<file path="src/rtl/hw_call_stack_pkg.sv">
// Shared definitions for the hardware return-address stack.
package hw_call_stack_pkg;

  localparam int STACK_DEPTH = 16;
  localparam int STACK_SP_W  = 5;
  localparam int STACK_DW    = 8;

  // Pop request kind after resolving pop_1/pop_2 priority (pop_2 wins).
  // CMD_PUSH is carried separately as the push_stack strobe.
  typedef enum logic [1:0] {
    CMD_NONE = 2'd0,
    CMD_PUSH = 2'd1,
    CMD_POP1 = 2'd2,
    CMD_POP2 = 2'd3
  } stack_cmd_e;

endpackage

</file>
<file path="src/rtl/hw_call_stack_regfile.sv">
// Byte-wide storage array: one synchronous write port, two async read ports.
// Contents are never reset; the top module gates reads by the entry count.
module hw_call_stack_regfile
  import hw_call_stack_pkg::*;
#(
  parameter int DEPTH = STACK_DEPTH,
  parameter int AW    = $clog2(DEPTH)
) (
  input  logic                clock,
  input  logic                we,
  input  logic [AW-1:0]       waddr,
  input  logic [STACK_DW-1:0] wdata,
  input  logic [AW-1:0]       raddr_a,
  input  logic [AW-1:0]       raddr_b,
  output logic [STACK_DW-1:0] rdata_a,
  output logic [STACK_DW-1:0] rdata_b
);

  logic [STACK_DW-1:0] mem_q [DEPTH];

  // Write port: single byte per cycle.
  always_ff @(posedge clock) begin
    if (we) begin
      mem_q[waddr] <= wdata;
    end
  end

  assign rdata_a = mem_q[raddr_a];
  assign rdata_b = mem_q[raddr_b];

endmodule

</file>
<file path="src/rtl/hw_call_stack.sv">
// Return-address stack: stack pointer, command decode, sticky error flags
// and gating of the two top-of-stack read ports.
//
// Command interface: push_stack / pop_1_stack / pop_2_stack are single-cycle
// strobes sampled on every rising clock edge; there is no back-pressure. A
// command that cannot be honoured is dropped in full and raises a sticky flag.
// The new top is visible combinationally in the cycle after the edge.
module hw_call_stack
  import hw_call_stack_pkg::*;
#(
  parameter int DEPTH = STACK_DEPTH,
  parameter int SP_W  = STACK_SP_W
) (
  input  logic                clock,
  input  logic                reset,
  input  logic                push_stack,
  input  logic [STACK_DW-1:0] stack_in,
  input  logic                pop_1_stack,
  input  logic                pop_2_stack,
  input  logic                clr_err,
  output logic [STACK_DW-1:0] stack_out,
  output logic [STACK_DW-1:0] stack_out_2,
  output logic [SP_W-1:0]     depth,
  output logic                empty,
  output logic                full,
  output logic                overflow,
  output logic                underflow,
  output logic                proto_err
);

  localparam int AW = $clog2(DEPTH);

  logic [SP_W-1:0] sp_q, sp_d;
  logic            overflow_q, overflow_d;
  logic            underflow_q, underflow_d;
  logic            proto_err_q, proto_err_d;

  stack_cmd_e      pop_cmd;
  logic            has_1, has_2, is_full;
  logic [AW-1:0]   addr_top, addr_m1, addr_m2;
  logic            we;
  logic [AW-1:0]   waddr;
  logic [STACK_DW-1:0] rdata_a, rdata_b;

  assign has_1   = (sp_q >= SP_W'(1));
  assign has_2   = (sp_q >= SP_W'(2));
  assign is_full = (sp_q == SP_W'(DEPTH));

  // Only the low address bits matter; out-of-range values are gated below.
  assign addr_top = AW'(sp_q);
  assign addr_m1  = AW'(sp_q - SP_W'(1));
  assign addr_m2  = AW'(sp_q - SP_W'(2));

  // Resolve pop priority: pop_2 wins over pop_1.
  always_comb begin
    pop_cmd = CMD_NONE;
    if (pop_2_stack) begin
      pop_cmd = CMD_POP2;
    end else if (pop_1_stack) begin
      pop_cmd = CMD_POP1;
    end
  end

  // Next-state decode for sp, write port and sticky flags.
  always_comb begin
    sp_d        = sp_q;
    we          = 1'b0;
    waddr       = addr_top;
    overflow_d  = overflow_q  & ~clr_err;
    underflow_d = underflow_q & ~clr_err;
    proto_err_d = proto_err_q & ~clr_err;

    if (pop_1_stack && pop_2_stack) begin
      proto_err_d = 1'b1;
    end

    case (pop_cmd)
      CMD_NONE: begin
        if (push_stack) begin
          if (!is_full) begin
            we    = 1'b1;
            waddr = addr_top;
            sp_d  = sp_q + SP_W'(1);
          end else begin
            overflow_d = 1'b1;
          end
        end
      end
      CMD_POP1: begin
        if (has_1) begin
          if (push_stack) begin
            // Replace the top in place; net depth change is zero.
            we    = 1'b1;
            waddr = addr_m1;
          end else begin
            sp_d = sp_q - SP_W'(1);
          end
        end else begin
          underflow_d = 1'b1;
        end
      end
      CMD_POP2: begin
        if (has_2) begin
          if (push_stack) begin
            // Drop two, push one: new top lands where the second byte was.
            we    = 1'b1;
            waddr = addr_m2;
            sp_d  = sp_q - SP_W'(1);
          end else begin
            sp_d = sp_q - SP_W'(2);
          end
        end else begin
          underflow_d = 1'b1;
        end
      end
      default: begin
      end
    endcase

    // Reset dominates any command issued in the same cycle.
    if (reset) begin
      we = 1'b0;
    end
  end

  // State registers with synchronous reset.
  always_ff @(posedge clock) begin
    if (reset) begin
      sp_q        <= '0;
      overflow_q  <= 1'b0;
      underflow_q <= 1'b0;
      proto_err_q <= 1'b0;
    end else begin
      sp_q        <= sp_d;
      overflow_q  <= overflow_d;
      underflow_q <= underflow_d;
      proto_err_q <= proto_err_d;
    end
  end

  hw_call_stack_regfile #(
    .DEPTH (DEPTH),
    .AW    (AW)
  ) u_regfile (
    .clock   (clock),
    .we      (we),
    .waddr   (waddr),
    .wdata   (stack_in),
    .raddr_a (addr_m1),
    .raddr_b (addr_m2),
    .rdata_a (rdata_a),
    .rdata_b (rdata_b)
  );

  assign stack_out   = has_1 ? rdata_a : '0;
  assign stack_out_2 = has_2 ? rdata_b : '0;
  assign depth       = sp_q;
  assign empty       = (sp_q == '0);
  assign full        = is_full;
  assign overflow    = overflow_q;
  assign underflow   = underflow_q;
  assign proto_err   = proto_err_q;

endmodule

</file>
<file path="config.mk">
export PLATFORM = sky130hd
export DESIGN_NAME = hw_call_stack
export DESIGN_NICKNAME = d
export VERILOG_FILES = /design/src/rtl/hw_call_stack_pkg.sv /design/src/rtl/hw_call_stack_regfile.sv /design/src/rtl/hw_call_stack.sv
export SDC_FILE = /design/constraint.sdc
export NUM_CORES = 1
export LEC_CHECK = 0
export BUFFER_PORTS_ARGS = -buffer_cell sky130_fd_sc_hd__buf_2
export CAP_MARGIN = 20
export CORE_AREA = 2 2 136 138
export CTS_CLUSTER_SIZE = 28
export DETAILED_ROUTE_END_ITERATION = 10
export DIE_AREA = 0 0 138 140
export GPL_ROUTABILITY_DRIVEN = 0
export GPL_TIMING_DRIVEN = 0
export PLACE_DENSITY = 0.66
export RECOVER_POWER = 100
export SLEW_MARGIN = 10
export SYNTH_ARGS = -nofsm -noshare
export SYNTH_HDL_FRONTEND = slang
export SYNTH_SLANG_ARGS = --single-unit
</file>
<file path="constraint.sdc">
create_clock -name clock -period 4 [get_ports clock]
set_input_delay 0.6 -clock clock [delete_from_list [all_inputs] [get_ports clock]]
set_output_delay 0.6 -clock clock [all_outputs]
set_load 0.01 [all_outputs]
</file>
==> out/summary.txt, run 1 <==
area grow syn2layout: 21.8%
deepest clock path buffer count: 2
final setup vio count: 0
Cell Area, Synth: 0.00705 mm2
Clock Sinks: 136
most common cell after layout, fill and taps aside: edfxtp_1
Syn Inst Count: 417
initial drt markers: 427
max incr delay on CP: 0.55 ns
slew margin rel.: 19.6%
Pre-antenna DRT Iters: 5
share of layout cells above drive strength 1: 39.7%
Flop pwr share: 30.2%
die area: 0.0193 mm2
Max VDD drop: 0.383 mV
FP Rows: 49
Leakage: 2.78 nW
min cycle time layout: 3.87 ns
Sum Neg Setup Slack: 0 ns
drt wl/cell: 25.5 um
yosys synthesis warning count: 0
skew final: 0.00819 ns
Buffers on Ports: 38
overall routing resource usage: 20.0%
power density cells: 642 mW/mm2
asr flop ratio synth: 0%
aggregate global routing overflow: 0
H-tree levels: 4
fmax: 258 MHz
chip width: 138 um
Final Hold Viols: 0
pin count of the biggest net entering global routing: 17
initial antenna violation count: 0
syn_area_per_cell: 16.9 um2
net switching power: 1.92 mW
status: finished, final reports clean
switch share: 34.9%
Top FF cell, synth: edfxtp_1
max-cap violations: 0
Yosys reg bits: 136
Core ar.: 0.0178 mm2
reg2reg setup slack: 0.26 ns
P_int: 3.59 mW
Die H: 140 um
Antenna Cells: 0
vias in the first global route: 4,620
CP bufs+invs: 8
hpwl dp: 13,300 um
Min Hold Slack: 0.474 ns
most frequent cells in the layout: edfxtp_1, mux4_2, buf_2
Combinational Power Share: 40.7%
first-pass GRT wire length: 28,300 um
clock share of power: 29.1%
count of different cell masters after synthesis: 55
number of synthesized flops with an enable pin: 128
fin crit share: 96.8%
Max Fanout on Critical Path: 10
critical path cell sequence: buf_6 > buf_8 > buf_8 > clkinvlp_4 > ha_1 > buf_6 > buf_12 > buf_12 > mux4_2 > mux2i_2 > a211oi_2 > buf_2
final max-slew violation count: 0
Mapped Nets: 439
type of origin of the critical path: flip-flop
critical path class: reg -> out
TritonCTS buffer count: 17
Critical Path AT: 3.27 ns
nets: 514
starting density of the core: 39.7%
HP Class: in -> reg
Post-route DRC: 0
met2 wire length: 9210 um
crit end category: output port
Req. time, crit path: 3.40 ns
WL met1: 7290 um
Root Driver: clkbuf_16
met3 WL: 1690 um
CTS tree: built
Skew-Pair Late Insertion Delay: 0.44 ns
# hold bufs at CTS: 0
I/O pin total: 40
antenna viol nets, final: 0
worst slew pin tran: 1.20 ns
Core Util, Final: 48.3%
top sig layer: met4
via density per instance: 6.19
post-synthesis sequential area ratio: 56.8%
total routed wirelength: 18,700 um
crit path max-delay cell type: mux4_2
vias post-DR: 4,540
Worst-path clk slew: 0.06 ns
Crit path max-delay family: buffers and inverters
## cell type report
| type | instances | area, um2 |
|---|---|---|
| Timing Repair Buffer | 58 | 320 |
| Sequential cell | 136 | 4010 |
| Buffer | 29 | 251 |
| Clock buffer | 17 | 425 |
| Inverter | 9 | 37.5 |
| Tap cell | 229 | 287 |
| Clock inverter | 14 | 173 |
| Fill cell | 1506 | 9190 |
| Multi-Input combinational cell | 241 | 3090 |
## repair_timing
action | 4_1_cts | 5_1_grt
pin swaps | 2 | 0
setup buffers | 2 | 1
setup endpoints to repair | 142 | 99
gates resized for setup | 32 | 19
## power by group through the flow
stage	Clock (mW)	Combinational, mW	Sequential, mW
6_report	1.60	2.24	1.67
5_1_grt	1.68	2.38	1.67
4_1_cts	1.62	2.16	1.66
3_5_place_dp	0	2.02	1.69
3_3_place_gp	0	1.95	1.69
2_1_floorplan	0	1.33	1.69
## stage by stage
stage / setup WS (ns) / power [mW] / area [um2] / instances
after CTS: -0.0314 / 5.45 / 8490 / 733
final: 0.126 / 5.51 / 8590 / 733
after floorplan: 0.121 / 3.02 / 7050 / 417
after global placement: -1.54 / 3.64 / 7530 / 684
after global routing: -0.00581 / 5.74 / 8590 / 733
after detailed placement: -0.739 / 3.72 / 7750 / 701
## tightest hold or removal path, cell delays in order
cell	delay, ns
buf_2	0.10
nand2b_1	0.10
a21oi_1	0.06
## sequential cells by signal, indices dropped and copies added (netlist names)
signal and count:
proto_err 1, underflow 1, u_regfile.mem_q 128, depth 5
overflow 1
## cells in the mapped netlist, types with 3 or more instances
cell,number,area share [%]
edfxtp_1,128,55
mux4_2,66,21
a211oi_1,19,2.0
nor4_1,16,1.4
nand2_1,15,0.80
buf_2,14,0.99
mux2i_1,12,1.7
nor2b_1,12,1.1
nor2_1,10,0.53
inv_1,9,0.48
o21ai_0,9,0.64
a21oi_1,8,0.57
dfxtp_1,8,2.3
ha_1,8,1.4
clkbuf_1,7,0.37
and2b_1,6,0.64
mux4_1,6,2.2
nand2b_1,6,0.53
buf_6,4,0.64
nand3_1,4,0.28
a31oi_1,3,0.27
buf_1,3,0.16
xnor2_1,3,0.37
## worst paths after layout
path,start,to,cells past startpoint
worst min-delay path,clr_err,proto_err,3
worst min register to register,proto_err,proto_err,2
worst max register to register,depth[1],u_regfile.mem_q[1][7],9
worst max-delay path,depth[0],stack_out[1],12
## cell families after synthesis
family / Yosys count / share of synthesized area [%]
compound gates: 61 / 6.14
xor+xnor: 4 / 0.497
fa+ha+maj: 8 / 1.42
buf+inv: 40 / 3.05
flops: 136 / 56.8
mux: 86 / 25.3
simple gates: 82 / 6.78
## per-layer routing
| metal | global-route usage, % | up-vias |
|---|---|---|
| met4 | 7.20 | 0 |
| li1 | - | 1915 |
| met1 | 25.6 | 2344 |
| met5 | 0 | - |
| met3 | 5.91 | 34 |
| met2 | 32.6 | 247 |
(Power assumes the default switching activity.)
==> run 2: changes to the inputs <==
Settings changed: CORE_AREA 2 2 136 138 to 2 2 145 147, DIE_AREA 0 0 138 140 to 0 0 147 149, PLACE_DENSITY 0.66 to 0.6.
==> run 2 against run 1 <==
Effect of this change: power decreased by 1.8%; die area increased by 13%; sequential share of layout area increased by 0.17 points; core utilization decreased by 6.7 points; flip-flop and latch count unchanged; combinational power about the same; critical path depth unchanged; setup slack got worse by 0.065 ns; fmax decreased by 1.7%; register-to-register slack got worse by 0.08 ns; clock skew increased by 0.00052 ns; non-clock buffer count increased by 4; largest power group unchanged; highest routed layer unchanged.
==> out/summary.txt, run 2 (synthesized netlist as in run 1, its figures left out) <==
status: finished, final reports clean
I/O pin total: 40 (unchanged)
slew margin rel.: 35.4% (+16 points)
fmax: 254 MHz (-1.7%)
Pre-antenna DRT Iters: 4 (-1)
Skew-Pair Late Insertion Delay: 0.42 ns (-0.02 ns)
skew final: 0.00871 ns (+0.000522 ns)
max FFs per register: 128 (unchanged)
critical path class: reg -> out
R2R cell count: 11 (+2)
aggregate global routing overflow: 0 (unchanged)
Max VDD drop: 0.401 mV (+4.7%)
Post-route DRC: 0 (unchanged)
Sum Neg Setup Slack: 0 ns (unchanged)
most common cell after layout, fill and taps aside: edfxtp_1
via density per instance: 5.77 (-6.9%)
Clock Sinks: 136 (unchanged)
Top reg by flops: u_regfile.mem_q
die area: 0.0219 mm2 (+13%)
Core ar.: 0.0206 mm2 (+16%)
crit end category: output port
dpl ws: -0.856 ns (-0.117 ns)
Crit path max-delay family: buffers and inverters
total routed wirelength: 19,300 um (+3.4%)
Layout fillers: 1,876 (+25%)
pin count of the biggest net entering global routing: 17 (unchanged)
initial drt markers: 374 (-12%)
chip width: 147 um (+6.5%)
HP Class: in -> reg
antenna viol nets, final: 0 (unchanged)
final cell count without fillers: 785 (+7.1%)
Root Driver: clkbuf_16
overall routing resource usage: 18.2% (-1.8 points)
CTS tree: built
Buffers on Ports: 38 (unchanged)
FP Rows: 53 (+8.2%)
Die H: 149 um (+6.4%)
drt wl/cell: 24.6 um (-3.4%)
grt met2 use: 29.5% (-3.1 points)
share of layout cells above drive strength 1: 38.7% (-0.98 points)
Critical Path Stages: 12 (unchanged)
fin worst setup slack: 0.0610 ns (-0.0654 ns)
fin crit share: 98.5% (+1.6 points)
FF+latch area: 0.00401 mm2 (about the same)
overall power: 5.41 mW (-1.8%)
Critical Path Source: depth[0]
global routing usage on met1: 24.2% (-1.3 points)
most numerous cell on the critical path: buf_8
nets: 518 (+0.78%)
final setup vio count: 0 (unchanged)
Most Used Layer, Global Route: met2
FF-to-FF End: u_regfile.mem_q[8][6]
deepest clock path buffer count: 2 (unchanged)
crit path max-delay cell type: mux4_2
first-pass GRT wire length: 28,600 um (+1.1%)
met3 usage: 4.86% (-1.1 points)
Critical Path AT: 3.34 ns (+0.07 ns)
max incr delay on CP: 0.53 ns (-0.02 ns)
max-cap violations: 0 (unchanged)
type of origin of the critical path: flip-flop
starting density of the core: 34.3% (-5.4 points)
dpl cells: 747 (+6.6%)
hpwl dp: 13,800 um (+4.0%)
# hold bufs at CTS: 0 (unchanged)
area of the multi-input gates: 0.00304 mm2 (-1.6%)
final max-slew violation count: 0 (unchanged)
vias post-DR: 4,528 (-0.26%)
reg2reg setup slack: 0.18 ns (-0.08 ns)
critical path cell sequence: buf_8 > buf_8 > buf_8 > clkinvlp_4 > ha_1 > buf_8 > buf_12 > buf_12 > mux4_2 > mux2i_2 > a211oi_1 > buf_2
power density cells: 632 mW/mm2 (-1.5%)
Final Hold Viols: 0 (unchanged)
Max Fanout on Critical Path: 10 (unchanged)
initial antenna violation count: 1 (+1)
Worst-path clk slew: 0.06 ns (about the same)
Req. time, crit path: 3.40 ns (about the same)
area grow syn2layout: 21.4%
worst slew pin tran: 0.960 ns (-0.241 ns)
min cycle time layout: 3.94 ns (+0.0654 ns)
vias in the first global route: 4,546 (-1.6%)
H-tree levels: 4 (unchanged)
most frequent cells in the layout: edfxtp_1, mux4_2, buf_2
Leakage: 2.76 nW (-0.87%)
Critical Path Sink: stack_out[1]
TritonCTS buffer count: 17 (unchanged)
Core Util, Final: 41.6% (-6.7 points)
CP bufs+invs: 8 (unchanged)
launching point of the worst reg2reg path: depth[1]
==> run 2: changes by cell type in the layout (fill, tap and decap cells not counted), sizes merged <==
cell	previous run	this run
clkbuf	40	56
buf	64	54
clkinv	5	6
bufinv	3	1
diode	0	1
==> run 2: power by group <==
group          total (mW)  internal (mW)  switching [mW]
registers            1.67           1.62          0.0440
logic                2.27          0.992            1.27
clock network        1.48          0.861           0.617
total                5.41           3.48            1.93
==> run 2: worst register-to-register path, delay by kind of cell (launching register included) <==
| kind | cells | cell delay [ns] |
|---|---|---|
| simple gates | 3 | 1.36 |
| buf+inv | 5 | 1.04 |
| flops | 1 | 0.35 |
| compound gates | 2 | 0.44 |
| fa+ha+maj | 1 | 0.33 |
==> run 2: layer usage <==
metal / up-vias / share of wire [%]
li1: 1927 / -
met1: 2370 / 41
met2: 203 / 48
met3: 28 / 7.8
met4: 0 / 2.8
met5: - / 0
==> run 2: layout make-up <==
type,instances,area share [%]
multi-input cells,241,35.5
well taps,275,4.02
plain buffers,30,3.20
repair buffers,61,3.52
inverters,9,0.439
clock buffers,19,5.06
diodes,1,0.0292
flip-flops and latches,136,46.8
clock inverters,13,1.42
==> run 2: what timing repair did <==
action | in CTS | in global routing
pin swaps | 2 | 5
cloned | 0 | 0
buffers inserted | 2 | 4
endpoints found under the hold margin | 0 | 0
resized for setup | 41 | 21
endpoints found under the setup margin | 144 | 117
==> run 2: worst min-delay path by stage <==
stage | start | end | slack, ns | depth (start not counted)
after detailed placement | proto_err | proto_err | 0.48 | 2
after global routing | clr_err | proto_err | 0.50 | 3
after floorplan | proto_err | proto_err | 0.49 | 2
final | clr_err | proto_err | 0.48 | 3
after global placement | proto_err | proto_err | 0.46 | 2
after CTS | clr_err | proto_err | 0.48 | 3
==> run 2: per-stage QoR <==
step / instance area [um2] / hold slack (ns)
global placement: 7590 / 0.455
CTS: 8560 / 0.478
detailed placement: 7810 / 0.478
global route: 8560 / 0.495
finish: 8560 / 0.477
floorplan: 7050 / 0.489
==> run 3: changes to the inputs <==
Settings changed: CTS_BUF_LIST set to sky130_fd_sc_hd__clkbuf_8 sky130_fd_sc_hd__clkbuf_16.
==> run 3 against run 2 <==
Effect of this change: design area unchanged; cell count unchanged; combinational power about the same; core utilization unchanged; clock power about the same; fmax increased by 0.18%; setup slack improved by 0.0070 ns; worst hold slack about the same; sequential power about the same; via count increased by 0.29%; flip-flop and latch count unchanged.
==> out/summary.txt, run 3 (synthesized netlist as in run 1, its figures left out) <==
final setup vio count: 0 (unchanged)
Pre-antenna DRT Iters: 5 (+1)
nets: 518 (unchanged)
I/O pin total: 40 (unchanged)
Worst-path clk slew: 0.06 ns (about the same)
critical path class: reg -> out
Post-route DRC: 0 (unchanged)
Skew-Pair Late Insertion Delay: 0.42 ns (about the same)
H-tree levels: 4 (unchanged)
dpl ws: -0.856 ns (unchanged)
vias post-DR: 4,541 (+0.29%)
Top reg by flops: u_regfile.mem_q
initial drt markers: 374 (unchanged)
P_int: 3.47 mW (-0.15%)
drt wl/cell: 24.6 um (about the same)
TritonCTS buffer count: 17 (unchanged)
deepest clock path buffer count: 2 (unchanged)
Critical Path AT: 3.33 ns (about the same)
area grow syn2layout: 21.4% (unchanged)
Core Util, Final: 41.6% (unchanged)
hpwl dp: 13,800 um (unchanged)
max FFs per register: 128 (unchanged)
min cycle time layout: 3.93 ns (-0.00699 ns)
Most Used Layer, Global Route: met2
Clock Sinks: 136 (unchanged)
Core ar.: 0.0206 mm2 (unchanged)
chip width: 147 um (unchanged)
overall routing resource usage: 18.2% (unchanged)
vias in the first global route: 4,546 (unchanged)
max-cap violations: 0 (unchanged)
most common cell after layout, fill and taps aside: edfxtp_1
aggregate global routing overflow: 0 (unchanged)
Layout fillers: 1,876 (unchanged)
Die H: 149 um (unchanged)
Root Driver: clkbuf_16
CTS tree: built
Combinational Power Share: 41.9% (about the same)
grt met2 use: 29.5% (unchanged)
fin crit share: 98.3% (-0.17 points)
via density per instance: 5.78 (+0.29%)
crit end category: output port
met3 usage: 4.86% (unchanged)
skew final: 0.00907 ns (+0.000363 ns)
# hold bufs at CTS: 0 (unchanged)
fmax: 254 MHz (+0.18%)
first-pass GRT wire length: 28,600 um (unchanged)
share of layout cells above drive strength 1: 38.7% (unchanged)
Final Hold Viols: 0 (unchanged)
clock share of power: 27.2% (about the same)
net switching power: 1.93 mW (about the same)
status: finished, final reports clean
power density cells: 631 mW/mm2 (-0.12%)
die area: 0.0219 mm2 (unchanged)
FP Rows: 53 (unchanged)
HP Class: in -> reg
initial antenna violation count: 1 (unchanged)
pin count of the biggest net entering global routing: 17 (unchanged)
most frequent cells in the layout: edfxtp_1, mux4_2, buf_2
switch share: 35.8% (about the same)
Buffers on Ports: 38 (unchanged)
Flop pwr share: 30.8% (about the same)
final max-slew violation count: 0 (unchanged)
type of origin of the critical path: flip-flop
Req. time, crit path: 3.40 ns (about the same)
Leakage: 2.76 nW (+0.30%)
Max VDD drop: 0.395 mV (-1.6%)
antenna viol nets, final: 0 (unchanged)
Max Fanout on Critical Path: 10 (unchanged)
fin worst setup slack: 0.0680 ns (+0.00699 ns)
global routing usage on met1: 24.2% (unchanged)
slew margin rel.: 34.0% (-1.4 points)
total routed wirelength: 19,300 um (about the same)
starting density of the core: 34.3% (unchanged)
worst slew pin tran: 0.981 ns (+0.0212 ns)
-- run 3: cell count changes in the layout (fill, tap and decap cells not counted), sizes merged --
cell    delta
clkbuf     -2
inv        +2
-- run 3: routing by layer --
metal	part of all wire (%)	vias up
li1	-	1929
met5	0	-
met2	48	201
met3	7.7	30
met4	2.8	0
met1	41	2381
-- run 3: path summary, 6_finish.rpt --
| check | depth (start not counted) | slack [ns] | from | endpoint |
|---|---|---|---|---|
| max | 12 | 0.07 | depth[0] | stack_out[1] |
| min reg2reg | 2 | 0.48 | proto_err | proto_err |
| min | 3 | 0.48 | clr_err | proto_err |
| max reg2reg | 11 | 0.19 | depth[1] | u_regfile.mem_q[8][6] |
-- run 3: cell type report --
| type | count | area [um2] | share of cell area [%] |
|---|---|---|---|
| Sequential cell | 136 | 4010 | 46.8 |
| Multi-Input combinational cell | 241 | 3040 | 35.5 |
| Clock buffer | 17 | 425 | 4.97 |
| Tap cell | 275 | 344 | 4.02 |
| Timing Repair Buffer | 61 | 302 | 3.52 |
| Buffer | 30 | 274 | 3.20 |
| Clock inverter | 15 | 129 | 1.51 |
| Inverter | 9 | 37.5 | 0.439 |
| Antenna cell | 1 | 2.50 | 0.0292 |
-- run 3: critical path, cell delays in order, from the launching register on --
cell and delay [ns]:
dfxtp_2 0.38, buf_8 0.16, buf_8 0.16, buf_8 0.17
clkinvlp_4 0.10, ha_1 0.32, buf_8 0.17, buf_12 0.17
buf_12 0.17, mux4_2 0.53, mux2i_2 0.23, a211oi_1 0.15
buf_2 0.17
-- run 3: repair_timing --
item | CTS | global route
buffers inserted | 2 | 4
pin swaps | 2 | 5
setup endpoints to repair | 144 | 117
resized for setup | 41 | 21
-- run 3: power by group through the flow --
stage / sequential [mW] / combinational [mW] / clock [mW]
5_1_grt: 1.67 / 2.39 / 1.55
3_3_place_gp: 1.69 / 1.97 / 0
3_5_place_dp: 1.69 / 2.05 / 0
4_1_cts: 1.66 / 2.23 / 1.49
2_1_floorplan: 1.69 / 1.33 / 0
6_report: 1.67 / 2.27 / 1.47
-- run 3: through the flow --
stage          instance area (um2)  TNS (ns)  instances  hold slack (ns)  total power, mW
4_1_cts                       8560    -0.796        781            0.478             5.38
2_1_floorplan                 7050         0        417            0.489             3.02
3_3_place_gp                  7590   -188.69        730            0.455             3.66
6_report                      8560         0        785            0.477             5.40
5_1_grt                       8560   -0.0143        784            0.495             5.61
3_5_place_dp                  7810    -64.00        747            0.478             3.74
